===== src/rtl/div_unit.sv =====
// div_unit: iterative RV32M divider (DIV, DIVU, REM, REMU) for the execute stage.
// Restoring division, one quotient bit per cycle, start/busy/done handshake.
// Optional macro DIV_EARLY_OUT_EN: finish in one cycle when |op1| < |op2|.
module div_unit #(
  parameter int unsigned DATA_WIDTH = 32
) (
  input  logic                  clk,
  input  logic                  rst,
  input  logic                  start,
  input  logic [1:0]            DIVop,
  input  logic [DATA_WIDTH-1:0] DIVop1,
  input  logic [DATA_WIDTH-1:0] DIVop2,
  output logic [DATA_WIDTH-1:0] DIVout,
  output logic                  busy,
  output logic                  done
);

  localparam int unsigned CntW = $clog2(DATA_WIDTH);
  localparam logic [CntW-1:0] CntLast = CntW'(DATA_WIDTH - 1);
  localparam logic [DATA_WIDTH-1:0] MinNeg = {1'b1, {(DATA_WIDTH-1){1'b0}}};

  typedef enum logic [1:0] {StIdle, StCalc, StDone} state_e;

  state_e                state_q, state_d;
  logic [CntW-1:0]       cnt_q, cnt_d;
  logic [DATA_WIDTH-1:0] rem_q, rem_d;
  logic [DATA_WIDTH-1:0] quo_q, quo_d;
  logic [DATA_WIDTH-1:0] dvsr_q, dvsr_d;
  logic [DATA_WIDTH-1:0] dout_q, dout_d;
  logic                  is_rem_q, is_rem_d;
  logic                  neg_quo_q, neg_quo_d;
  logic                  neg_rem_q, neg_rem_d;

  logic                  is_signed;
  logic [DATA_WIDTH-1:0] mag1, mag2;
  logic [DATA_WIDTH:0]   rem_sh, trial;
  logic [DATA_WIDTH-1:0] rem_new, quo_new;

  // Operand magnitudes and one restoring-division step.
  always_comb begin
    is_signed = ~DIVop[0];
    mag1      = (is_signed && DIVop1[DATA_WIDTH-1]) ? ('0 - DIVop1) : DIVop1;
    mag2      = (is_signed && DIVop2[DATA_WIDTH-1]) ? ('0 - DIVop2) : DIVop2;
    rem_sh    = {rem_q, quo_q[DATA_WIDTH-1]};
    trial     = rem_sh - {1'b0, dvsr_q};
    // A clear sign bit on the 33-bit trial means the divisor fits.
    rem_new   = trial[DATA_WIDTH] ? rem_sh[DATA_WIDTH-1:0] : trial[DATA_WIDTH-1:0];
    quo_new   = {quo_q[DATA_WIDTH-2:0], ~trial[DATA_WIDTH]};
  end

  // Next-state, datapath update and result selection.
  always_comb begin
    state_d   = state_q;
    cnt_d     = cnt_q;
    rem_d     = rem_q;
    quo_d     = quo_q;
    dvsr_d    = dvsr_q;
    dout_d    = dout_q;
    is_rem_d  = is_rem_q;
    neg_quo_d = neg_quo_q;
    neg_rem_d = neg_rem_q;
    unique case (state_q)
      StIdle: begin
        if (start) begin
          if (DIVop2 == '0) begin
            state_d = StDone;
            dout_d  = DIVop[1] ? DIVop1 : '1;
          end else if (is_signed && DIVop1 == MinNeg && DIVop2 == '1) begin
            state_d = StDone;
            dout_d  = DIVop[1] ? '0 : MinNeg;
`ifdef DIV_EARLY_OUT_EN
          end else if (mag1 < mag2) begin
            state_d = StDone;
            dout_d  = DIVop[1] ? DIVop1 : '0;
`endif
          end else begin
            state_d   = StCalc;
            cnt_d     = '0;
            rem_d     = '0;
            quo_d     = mag1;
            dvsr_d    = mag2;
            is_rem_d  = DIVop[1];
            neg_quo_d = is_signed & (DIVop1[DATA_WIDTH-1] ^ DIVop2[DATA_WIDTH-1]);
            neg_rem_d = is_signed & DIVop1[DATA_WIDTH-1];
          end
        end
      end
      StCalc: begin
        rem_d = rem_new;
        quo_d = quo_new;
        cnt_d = cnt_q + 1'b1;
        if (cnt_q == CntLast) begin
          state_d = StDone;
          // Sign correction happens here, on the way into DONE.
          if (is_rem_q) dout_d = neg_rem_q ? ('0 - rem_new) : rem_new;
          else          dout_d = neg_quo_q ? ('0 - quo_new) : quo_new;
        end
      end
      StDone: state_d = StIdle;
      default: state_d = StIdle;
    endcase
  end

  // State register with synchronous reset.
  always_ff @(posedge clk) begin
    if (rst) begin
      state_q   <= StIdle;
      cnt_q     <= '0;
      rem_q     <= '0;
      quo_q     <= '0;
      dvsr_q    <= '0;
      dout_q    <= '0;
      is_rem_q  <= 1'b0;
      neg_quo_q <= 1'b0;
      neg_rem_q <= 1'b0;
    end else begin
      state_q   <= state_d;
      cnt_q     <= cnt_d;
      rem_q     <= rem_d;
      quo_q     <= quo_d;
      dvsr_q    <= dvsr_d;
      dout_q    <= dout_d;
      is_rem_q  <= is_rem_d;
      neg_quo_q <= neg_quo_d;
      neg_rem_q <= neg_rem_d;
    end
  end

  // Handshake outputs decoded from state.
  always_comb begin
    DIVout = dout_q;
    busy   = (state_q == StCalc);
    done   = (state_q == StDone);
  end

endmodule


===== config.mk =====
export PLATFORM = sky130hd
export DESIGN_NAME = div_unit
export DESIGN_NICKNAME = d
export VERILOG_FILES = /design/src/rtl/div_unit.sv
export SDC_FILE = /design/constraint.sdc
export NUM_CORES = 1
export LEC_CHECK = 0
export CORE_AREA = 2 2 153 155
export CTS_CLUSTER_DIAMETER = 150
export DETAILED_ROUTE_END_ITERATION = 12
export DIE_AREA = 0 0 155 157
export GPL_TIMING_DRIVEN = 0
export HOLD_SLACK_MARGIN = 0.03
export PLACE_DENSITY = 0.71
export SYNTH_ARGS = -nofsm -noshare
export SYNTH_HDL_FRONTEND = slang
export SYNTH_SLANG_ARGS = --single-unit

===== constraint.sdc =====
create_clock -name clk -period 5.5 [get_ports clk]
set_input_delay 1.1 -clock clk [delete_from_list [all_inputs] [get_ports clk]]
set_output_delay 1.1 -clock clk [all_outputs]
set_load 0.02 [all_outputs]

# == Yosys cells after proc, flatten, opt, wreduce, memory -nomap -nowiden ==
# Index checks and enable logic that the tools add are counted.
# word_totals
reg_bits,138
input_bits,69
out_inout_bits,34
wordCells,73
# op_classes
n_addsub,6
n_eq_ne,10
mux,30
bitwise,7
n_reduce_logical,11
# op_table
cell,count
2-to-1 mux 32 bit,18
one-hot mux 32 bit (2 select lines),3
"subtractor 1 x 32 -> 32 bit, first input constant",4
"equality test 32 bit, second input constant",2
subtractor 33 x 32 -> 33 bit,1
logical NOT 32 bit,1
2-to-1 mux 5 bit,3
AND reduction 4 bit,3
one-hot mux 5 bit (2 select lines),1
2-to-1 mux 2 bit,4
"!= test 2 bit, second input constant",3
"adder 5 x 1 -> 5 bit, second input constant",1
"equality test 5 bit, second input constant",1
logical AND 1 bit,4
NOT 1 bit,4
one-hot mux 2 bit (2 select lines),1
"!= test 3 bit, second input constant",1
AND 1 bit,2
"equality test 2 x 1 -> 1 bit, second input constant",1
"equality test 2 bit, second input constant",1
logical NOT 2 bit,1
"!= test 2 x 1 -> 1 bit, second input constant",1
AND reduction 2 bit,1
nonzero test 2 bit,1
XOR 1 bit,1

# == Longest topological paths before layout ==
# Gate-level depths: netlist (run 1).
# depth
word_depth,7
depth_mapped,24
depth_no_buf,21

# == Worst setup path after synthesis (run 1) ==
# OpenSTA, ideal clock, no wires.
# synth_path
path_kind,reg-to-reg
startpoint,reg quo_q[31]
endpoint,reg dout_q[30] (netlist: DIVout[30])
setup_ps,62
arrival_time_ps,4989
t_required_ps,5438
setup_slack_ps,449
path_stages_with_launch,24
path_buffers,2
synth_period_minus_slack_ps,5051
path_cell_list,dfxtp_1 > inv_1 > ha_1 > inv_1 > fa_1 > a21o_1 > a221o_1 > a22oi_4 > a2111oi_2 > nor3_2 > nor2_4 > inv_4 > buf_2 > buf_1 > ha_1 > nand3_1 > or4_1 > o21ai_0 > xnor2_1 > o22ai_1 > nor3_1 > inv_1 > a2111o_1 > nand3_1
# synth_between
elab_chain_len,7
elab_cells_between_ends,10
classes_between,3 x add/sub; 6 x mux; 1 x bitwise
# synth_rtl
element,line,source
"start, declared",27,"logic [DATA_WIDTH-1:0] quo_q, quo_d;"
"start signal, assigned",120,quo_q <= quo_d;
subtractor 33 x 32 -> 33 bit,45,"trial = rem_sh - {1'b0, dvsr_q};"
2-to-1 mux 32 bit or NOT 1 bit (tied branches),"47, 48",
subtractor 1 x 32 -> 32 bit (on tied branches),"95, 96",
2-to-1 mux 32 bit (on tied branches),"95, 96",
2-to-1 mux 32 bit (*),95,if (is_rem_q) dout_d = neg_rem_q ? ('0 - rem_new) : rem_new;
2-to-1 mux 32 bit (*),92,if (cnt_q == CntLast) begin
one-hot mux 32 bit (2 select lines) (*),62,unique case (state_q)
"end signal, assigned",122,dout_q <= dout_d;
"end, declared",29,"logic [DATA_WIDTH-1:0] dout_q, dout_d;"
# Mark *: on every way between the ends. The rest lies on a longest branch, timed or not. The select of a mux whose other input is x is not followed.
# A chain may end at the register's enable or synchronous reset.

# == Worst setup path in the final report (run 1) ==
# layout_path
startpoint,in DIVop2[0]
endpoint,reg dout_q[17] (netlist: DIVout[17])
# layout_between
elab_chain_len,4
elab_cells_between_ends,8
classes_between,2 x eq/ne; 3 x mux; 3 x reduce/logical
# layout_rtl
element,line,source
"start, declared",12,"input logic [DATA_WIDTH-1:0] DIVop2,"
equality test 32 bit or logical NOT 32 bit (tied branches),"68, 65",
logical AND 1 bit or 2-to-1 mux 32 bit (tied branches),"68, 65",
!= test 3 bit (no line) or 2-to-1 mux 32 bit (tied branches),--,
AND reduction 4 bit (no line) or one-hot mux 32 bit (2 select lines) (tied branches),--,
# Several ways; a longest one is shown, not always the timed one. The select of a mux whose other input is x is not followed.

==> results of run 1 <==
## flip-flops by register name, summed over array words and instances, names as in the netlist
signal	cells
DIVout	32
dvsr_q	32
quo_q	32
rem_q	32
cnt_q	5
state_q	2
is_rem_q	1
neg_quo_q	1
neg_rem_q	1
## worst max path at each step
stage / slack [ps] / depth (start not counted) / to
after floorplan: 450 / 23 / DIVout[30]$_SDFFE_PP0P_
after global placement: -960 / 23 / DIVout[30]$_SDFFE_PP0P_
after detailed placement: -1030 / 23 / DIVout[30]$_SDFFE_PP0P_
after CTS: 40 / 21 / DIVout[30]$_SDFFE_PP0P_
after global routing: -20 / 14 / DIVout[17]$_SDFFE_PP0P_
final: 220 / 14 / DIVout[17]$_SDFFE_PP0P_
## cell type report
cell class,instances,share of cell area [%]
repair buffers,103,7.659
plain buffers,99,3.054
clock inverters,15,1.130
well taps,285,2.662
flip-flops and latches,138,20.62
clock buffers,17,3.175
inverters,68,1.943
multi-input cells,1253,59.76
## kinds of logic (layout without fill, tap and decap cells)
logic type | count (synthesis) | in the layout | share of synthesized area [%]
AOI/OAI and AO/OA | 507 | 507 | 29.84
xor gates and xnor gates | 132 | 132 | 10.14
adders and majority gates | 40 | 40 | 4.457
buffers and inverters | 169 | 302 | 5.906
DFF | 138 | 138 | 24.24
muxes | 35 | 35 | 3.128
and+or+nand+nor | 539 | 539 | 22.29
## timing repair
action / CTS / global route
endpoints found under the setup margin: 7 / 23
pin swaps: 1 / 1
resized for setup: 3 / 10
buffers inserted: 1 / 1
## cells in the mapped netlist, drive strengths merged (20+ instances only)
cell,n
nor2,249
a21oi,149
dfxtp,138
nand2,98
o21ai,91
a211oi,80
clkbuf,77
xnor2,76
inv,67
xor2,56
nor3,41
ha,39
mux2i,30
buf,24
o211ai,24
o31ai,22
nand4,20
nor4,20
## per-stage QoR
stage	TNS [ps]	setup slack, ps	hold WS (ps)
5_1_grt	-21.56	-21.56	513.3
4_1_cts	0	44.66	499.9
3_3_place_gp	-5023	-959.5	476.9
2_1_floorplan	0	448.7	446.3
6_report	0	217.8	498.4
3_5_place_dp	-6054	-1026	480.4
## metal layers
layer  share of wire [%]  vias up  GRT usage [%]
li1                    -     5951              -
met1                  43     6016          50.20
met2                  43      736          54.62
met3                  12       77          7.627
met4                 2.2        0          9.744
met5                   0        -              0
## cells in the final DEF, fill, tap and decap left out, types with 11 or more instances in the layout
cell             netlist  routed
dfxtp_1              138     138
nor4_1                19      19
nor2_1               248     248
buf_2                 17      16
or4_1                 14      13
nand4_1               20      20
or3_1                 18      18
a21oi_1              149     148
ha_1                  39      38
mux2i_1               30      30
clkdlybuf4s50_1        0     101
a311oi_1              13      13
nor3_1                39      37
xnor2_1               76      76
a21o_1                16      16
a22oi_1               18      18
clkbuf_1              77      76
o211ai_1              23      23
inv_1                 66      66
a211oi_1              80      80
clkbuf_16              0      17
o31ai_1               20      20
o41ai_1               14      14
nand2_1               98      98
nand3_1               13      13
a31oi_1               11      11
xor2_1                56      56
o21ai_0               82      81
nand2b_1              15      15
## power groups by stage
stage	combinational, W	sequential (W)	clock [W]
detailed placement	0.00142	0.00114	0
finish	0.00148	0.00112	0.00117
CTS	0.00143	0.00112	0.00117
floorplan	0.00101	0.00112	0
global placement	0.00141	0.00114	0
global route	0.00159	0.00113	0.00121
## critical path: cells and delay by family
| kind | cells | cell delay [ps] |
|---|---|---|
| and+or+nand+nor | 6 | 1970 |
| buffers and inverters | 4 | 1220 |
| AOI/OAI and AO/OA | 3 | 1140 |
| adders and majority gates | 1 | 160 |
==> flow_summary.yaml, run 1 <==
power:
  p_leak_nw: 4.837
  power_density_mw_per_mm2: 281.9
  p_sw_w: 0.001547
  combPwrFrac_pct: 39.3
  seq_power_share_pct: 29.7
  intPower_w: 0.002230
  swShare_pct: 40.95
  pwr-share-clk_pct: 31.0
  power_w: 0.003776
  ir_drop_v: 0.0002203
cells_and_area:
  area_delta_synth_final_pct: 17.53
  fillerInstances: 2162
  fin_cells: 1978
  n_antenna_cell: 0
  regArea_mm2: 0.002763
  multi_input_area_mm2: 0.008005
  layout-drive-gt1-share_pct: 5.670
  fin_util_pct: 59.53
  final_area_mm2: 0.01340
  nets: 1789
route:
  drc_errors: 0
  routedWlPerCell_um: 22.24
  via_per_inst: 6.461
  drtIter0Drc: 1562
  firstDrtPassIters: 6
  vias: 12780
  drtAntennaViolNets: 0
  wl_um: 44000
clock_network:
  cts.path.max_buffers: 2
  clock_latency_ps: 450
  cts_hold_repair.buffers: 0
  cts_buffers: 17
  cts_tree: "done"
  path_clk_slew_ps: 60
  cts_sinks: 138
  cts_root_buf: "clkbuf_16"
  htreeDepth: 4
min_path:
  min_from: "DIVout[17]$_SDFFE_PP0P_"
  hold_depth: 2
  worstHoldPathType: "reg2reg"
  min_to: "DIVout[17]$_SDFFE_PP0P_"
yosys:
  syn_area_mm2: 0.01140
  yosysTopAreaCell: "dfxtp_1"
  synth_fp_nets: 1669
  synth-edff-count: 0
  yosys.area.top_type_share_pct: 24.24
  ys_warn_count: 0
  synth_area_leaders: "dfxtp_1 24%, nor2_1 8.2%, a21oi_1 6.5%"
  yosysSeqAreaShare_pct: 24.24
  synthCells: 1560
  ys.flop_type: "dfxtp_1"
  synth-seq-cells: 138
  ys_types: 88
  async_flop_share_pct: 0
  synth_area_per_cell_um2: 7.307
critical_path:
  startpoint_type: "primary input"
  critPathMostFrequentCell: "clkbuf_1"
  crit_required_ps: 5800
  criticalPathCategory: "in2reg"
  regToRegSetupSlack_ps: 260
  worst_path_max_delay_cell: "nor3_2"
  slowest_delay_ps: 530
  cp-startpoint: "DIVop2[0]"
  arrival_ps: 5580
  reg2reg_from: "quo_q[31]$_SDFFE_PP0P_"
  endpoint_kind: "register"
  critPathMaxFanout: 10
  path_cells: "clkdlybuf4s50_1 -> inv_1 -> ha_1 -> nand2b_1 -> or4_1 -> or3_1 -> nand3b_1 -> nor3_2 -> o211ai_1 -> a21o_1 -> clkbuf_1 -> clkbuf_1 -> a211oi_1 -> nor3_1"
  r2r_end: "DIVout[30]$_SDFFE_PP0P_"
  reg2regPathDepth: 21
timing:
  min_period_over_period_pct: 96.04
  tightest_slew_ps: 1119
  timing.final.hold_violations: 0
  fin_skew_ps: 19.42
  relSlewSlack_pct: 24.74
  max_freq_mhz: 189.3
  slew_viol_final: 0
  fin_crit_ps: 5282
  finalSetupViolCount: 0
  rsz0062_at_grt: "yes"
grt:
  grt_start_max_net_pins: 29
  grt_use_total_pct: 35.52
  antenna_found_initial: 0
  grt_pass1_vias: 11590
  grt.overflow.total: 0
  grt_pass1_wl_um: 66470
placed_design:
  hpwl_um: 34760
  place.gp.congestion: 1.029
  dp.cells: 1946
  portBuffers: 101
  place_area_mm2: 0.01277
floorplan:
  rows: 55
  boundaryPins: 103
  start_util_pct: 50.65
  dieArea_mm2: 0.02434
  dieHeight_um: 157
  die_x_um: 155
  core-area_mm2: 0.02250
flow_run:
  drv_cap: 0
outcome:
  status: "completed"
Note: power is estimated with default switching activity, not from simulation.
==> inputs of run 2 (changes only) <==
- CAP_MARGIN: not set -> 30
- SLEW_MARGIN: not set -> 20
==> run 2 against run 1 <==
  * Utilization hardly changed
  * Power decreased by 0.64%
  * Cell count hardly changed
  * Sequential share of layout area barely moved
  * Global-route usage is 0.051 points higher
  * Via count is 0.63% higher
  * Sequential cell count did not move
  * Clock skew shrank 6.2 ps
  * Setup slack worse by 44 ps
  * Critical endpoint is now DIVout[31]$_SDFFE_PP0P_
  * Wire length barely moved
==> flow_summary.yaml, run 2 (synthesized netlist as in run 1, its figures left out) <==
outcome:
  status: "completed"
route:
  wl_met1_um: 18920
  vias: 12860
  dr_wl_met3_um: 5101
  wl_um: 44010
  drtAntennaViolNets: 0
  routedWlPerCell_um: 22.24
  drc_errors: 0
  firstDrtPassIters: 7
  via_per_inst: 6.499
  routed.top_layer: "met4"
  dr_wl_met2_um: 18850
  drtIter0Drc: 1566
grt:
  grt_use_total_pct: 35.57
  grt_pass1_wl_um: 66470
  antenna_found_initial: 0
  grt_start_max_net_pins: 29
  grt_pass1_vias: 11470
  grt.overflow.total: 0
cells_and_area:
  n_antenna_cell: 0
  fin_cells: 1979
  fillerInstances: 2152
  area_delta_synth_final_pct: 17.50
  layout-drive-gt1-share_pct: 5.726
  final_cell_mix: "248 x nor2_1, 149 x a21oi_1, 138 x dfxtp_1, 101 x clkdlybuf4s50_1, 98 x nand2_1"
  mostFrequentLayoutCell: "nor2_1"
  nets: 1790
timing:
  finalSetupViolCount: 0
  fin_crit_ps: 5326
  timing.final.hold_violations: 0
  fin_skew_ps: 13.22
  tightest_slew_ps: 1020
  setup_tns_ps: 0
  slew_viol_final: 0
  min_period_over_period_pct: 96.84
  max_freq_mhz: 187.8
  relSlewSlack_pct: 31.37
power:
  p_sw_w: 0.001553
  power_w: 0.003752
  power_density_mw_per_mm2: 280.2
  swShare_pct: 41.38
  seq_power_share_pct: 29.9
  p_leak_nw: 4.833
  ir_drop_v: 0.0002170
  intPower_w: 0.002200
  pwr-share-clk_pct: 30.6
  combPwrFrac_pct: 39.5
clock_network:
  path_clk_slew_ps: 70
  cts_sinks: 138
  cts_root_buf: "clkbuf_16"
  cts_tree: "done"
  cts.path.max_buffers: 2
  cts_hold_repair.buffers: 0
  clock_latency_ps: 440
  cts_buffers: 17
  htreeDepth: 4
floorplan:
  start_util_pct: 50.65
  dieHeight_um: 157
  dieArea_mm2: 0.02434
  boundaryPins: 103
  die_x_um: 155
  core-area_mm2: 0.02250
  rows: 55
flow_run:
  drv_cap: 0
critical_path:
  startpoint_type: "primary input"
  endpoint_kind: "register"
  criticalPathCategory: "in2reg"
  slowest_delay_ps: 660
  crit_required_ps: 5830
  worst_path_max_delay_cell: "a21oi_1"
  path_cells: "clkdlybuf4s50_1 -> inv_1 -> ha_1 -> nand2b_1 -> or4_1 -> or3_1 -> nand3b_1 -> nor3_2 -> o211ai_1 -> a21oi_1 -> o221ai_1 -> a32o_1 -> a311o_1"
  critPathMaxFanout: 9
  arrival_ps: 5660
placed_design:
  portBuffers: 101
  place.gp.congestion: 1.029
  dp.cells: 1947
  hpwl_um: 34770
min_path:
  worstHoldPathType: "reg2reg"
run 2: worst paths after layout:
check / startpoint / end / cells after the start / slack (ps)
hold / removal: DIVout[17]$_SDFFE_PP0P_ / DIVout[17]$_SDFFE_PP0P_ / 2 / 500
setup / recovery: DIVop2[0] / DIVout[31]$_SDFFE_PP0P_ / 13 / 170
setup reg to reg: quo_q[31]$_SDFFE_PP0P_ / DIVout[30]$_SDFFE_PP0P_ / 21 / 180
hold reg to reg: DIVout[17]$_SDFFE_PP0P_ / DIVout[17]$_SDFFE_PP0P_ / 2 / 500
run 2: area by class of cell:
| class | instances | area [um^2] | share of cell area [%] |
|---|---|---|---|
| clock inverter | 14 | 123.9 | 0.9249 |
| sequential | 138 | 2763 | 20.63 |
| inverter | 68 | 260.3 | 1.943 |
| buffer | 99 | 409.1 | 3.055 |
| timing repair buffer | 104 | 1036 | 7.735 |
| multi-input combinational | 1253 | 8005 | 59.77 |
| clock buffer | 18 | 439.2 | 3.279 |
| tap | 285 | 356.6 | 2.663 |
run 2: power by group through the flow:
stage          Sequential (W)  Combinational, W  Clock, W
2_1_floorplan         0.00112           0.00101         0
3_3_place_gp          0.00114           0.00141         0
3_5_place_dp          0.00114           0.00142         0
4_1_cts               0.00112           0.00143   0.00115
5_1_grt               0.00113           0.00160   0.00118
6_report              0.00112           0.00148   0.00115
run 2: stage by stage:
stage	setup slack (ps)	hold slack (ps)	area, um^2	utilization, %
finish	173.8	495.4	13390	59.52
detailed placement	-979.0	484.6	12780	56.78
CTS	22.91	498.0	13360	59.36
floorplan	448.7	446.3	11400	-
global route	-65.13	512.9	13390	59.52
global placement	-959.5	476.9	12770	56.73
run 2: metal layers:
| layer | vias to the layer above | global-route usage (%) |
|---|---|---|
| met5 | - | 0 |
| met4 | 0 | 9.127 |
| met3 | 94 | 7.654 |
| met2 | 744 | 54.14 |
| met1 | 6073 | 50.99 |
| li1 | 5950 | - |
run 2: critical path: cells and delay by family:
family	cells	cell delay, ps
AO/OA/AOI/OAI	5	1960
adder cells (fa/ha/maj)	1	160
buffers and inverters	2	580
AND/OR/NAND/NOR	5	1840
run 2: repair_timing:
| action | CTS | global route |
|---|---|---|
| endpoints found under the setup margin | 8 | 14 |
| resized for setup | 3 | 10 |
| buffers inserted | 1 | 1 |
| pin swaps | 1 | 1 |
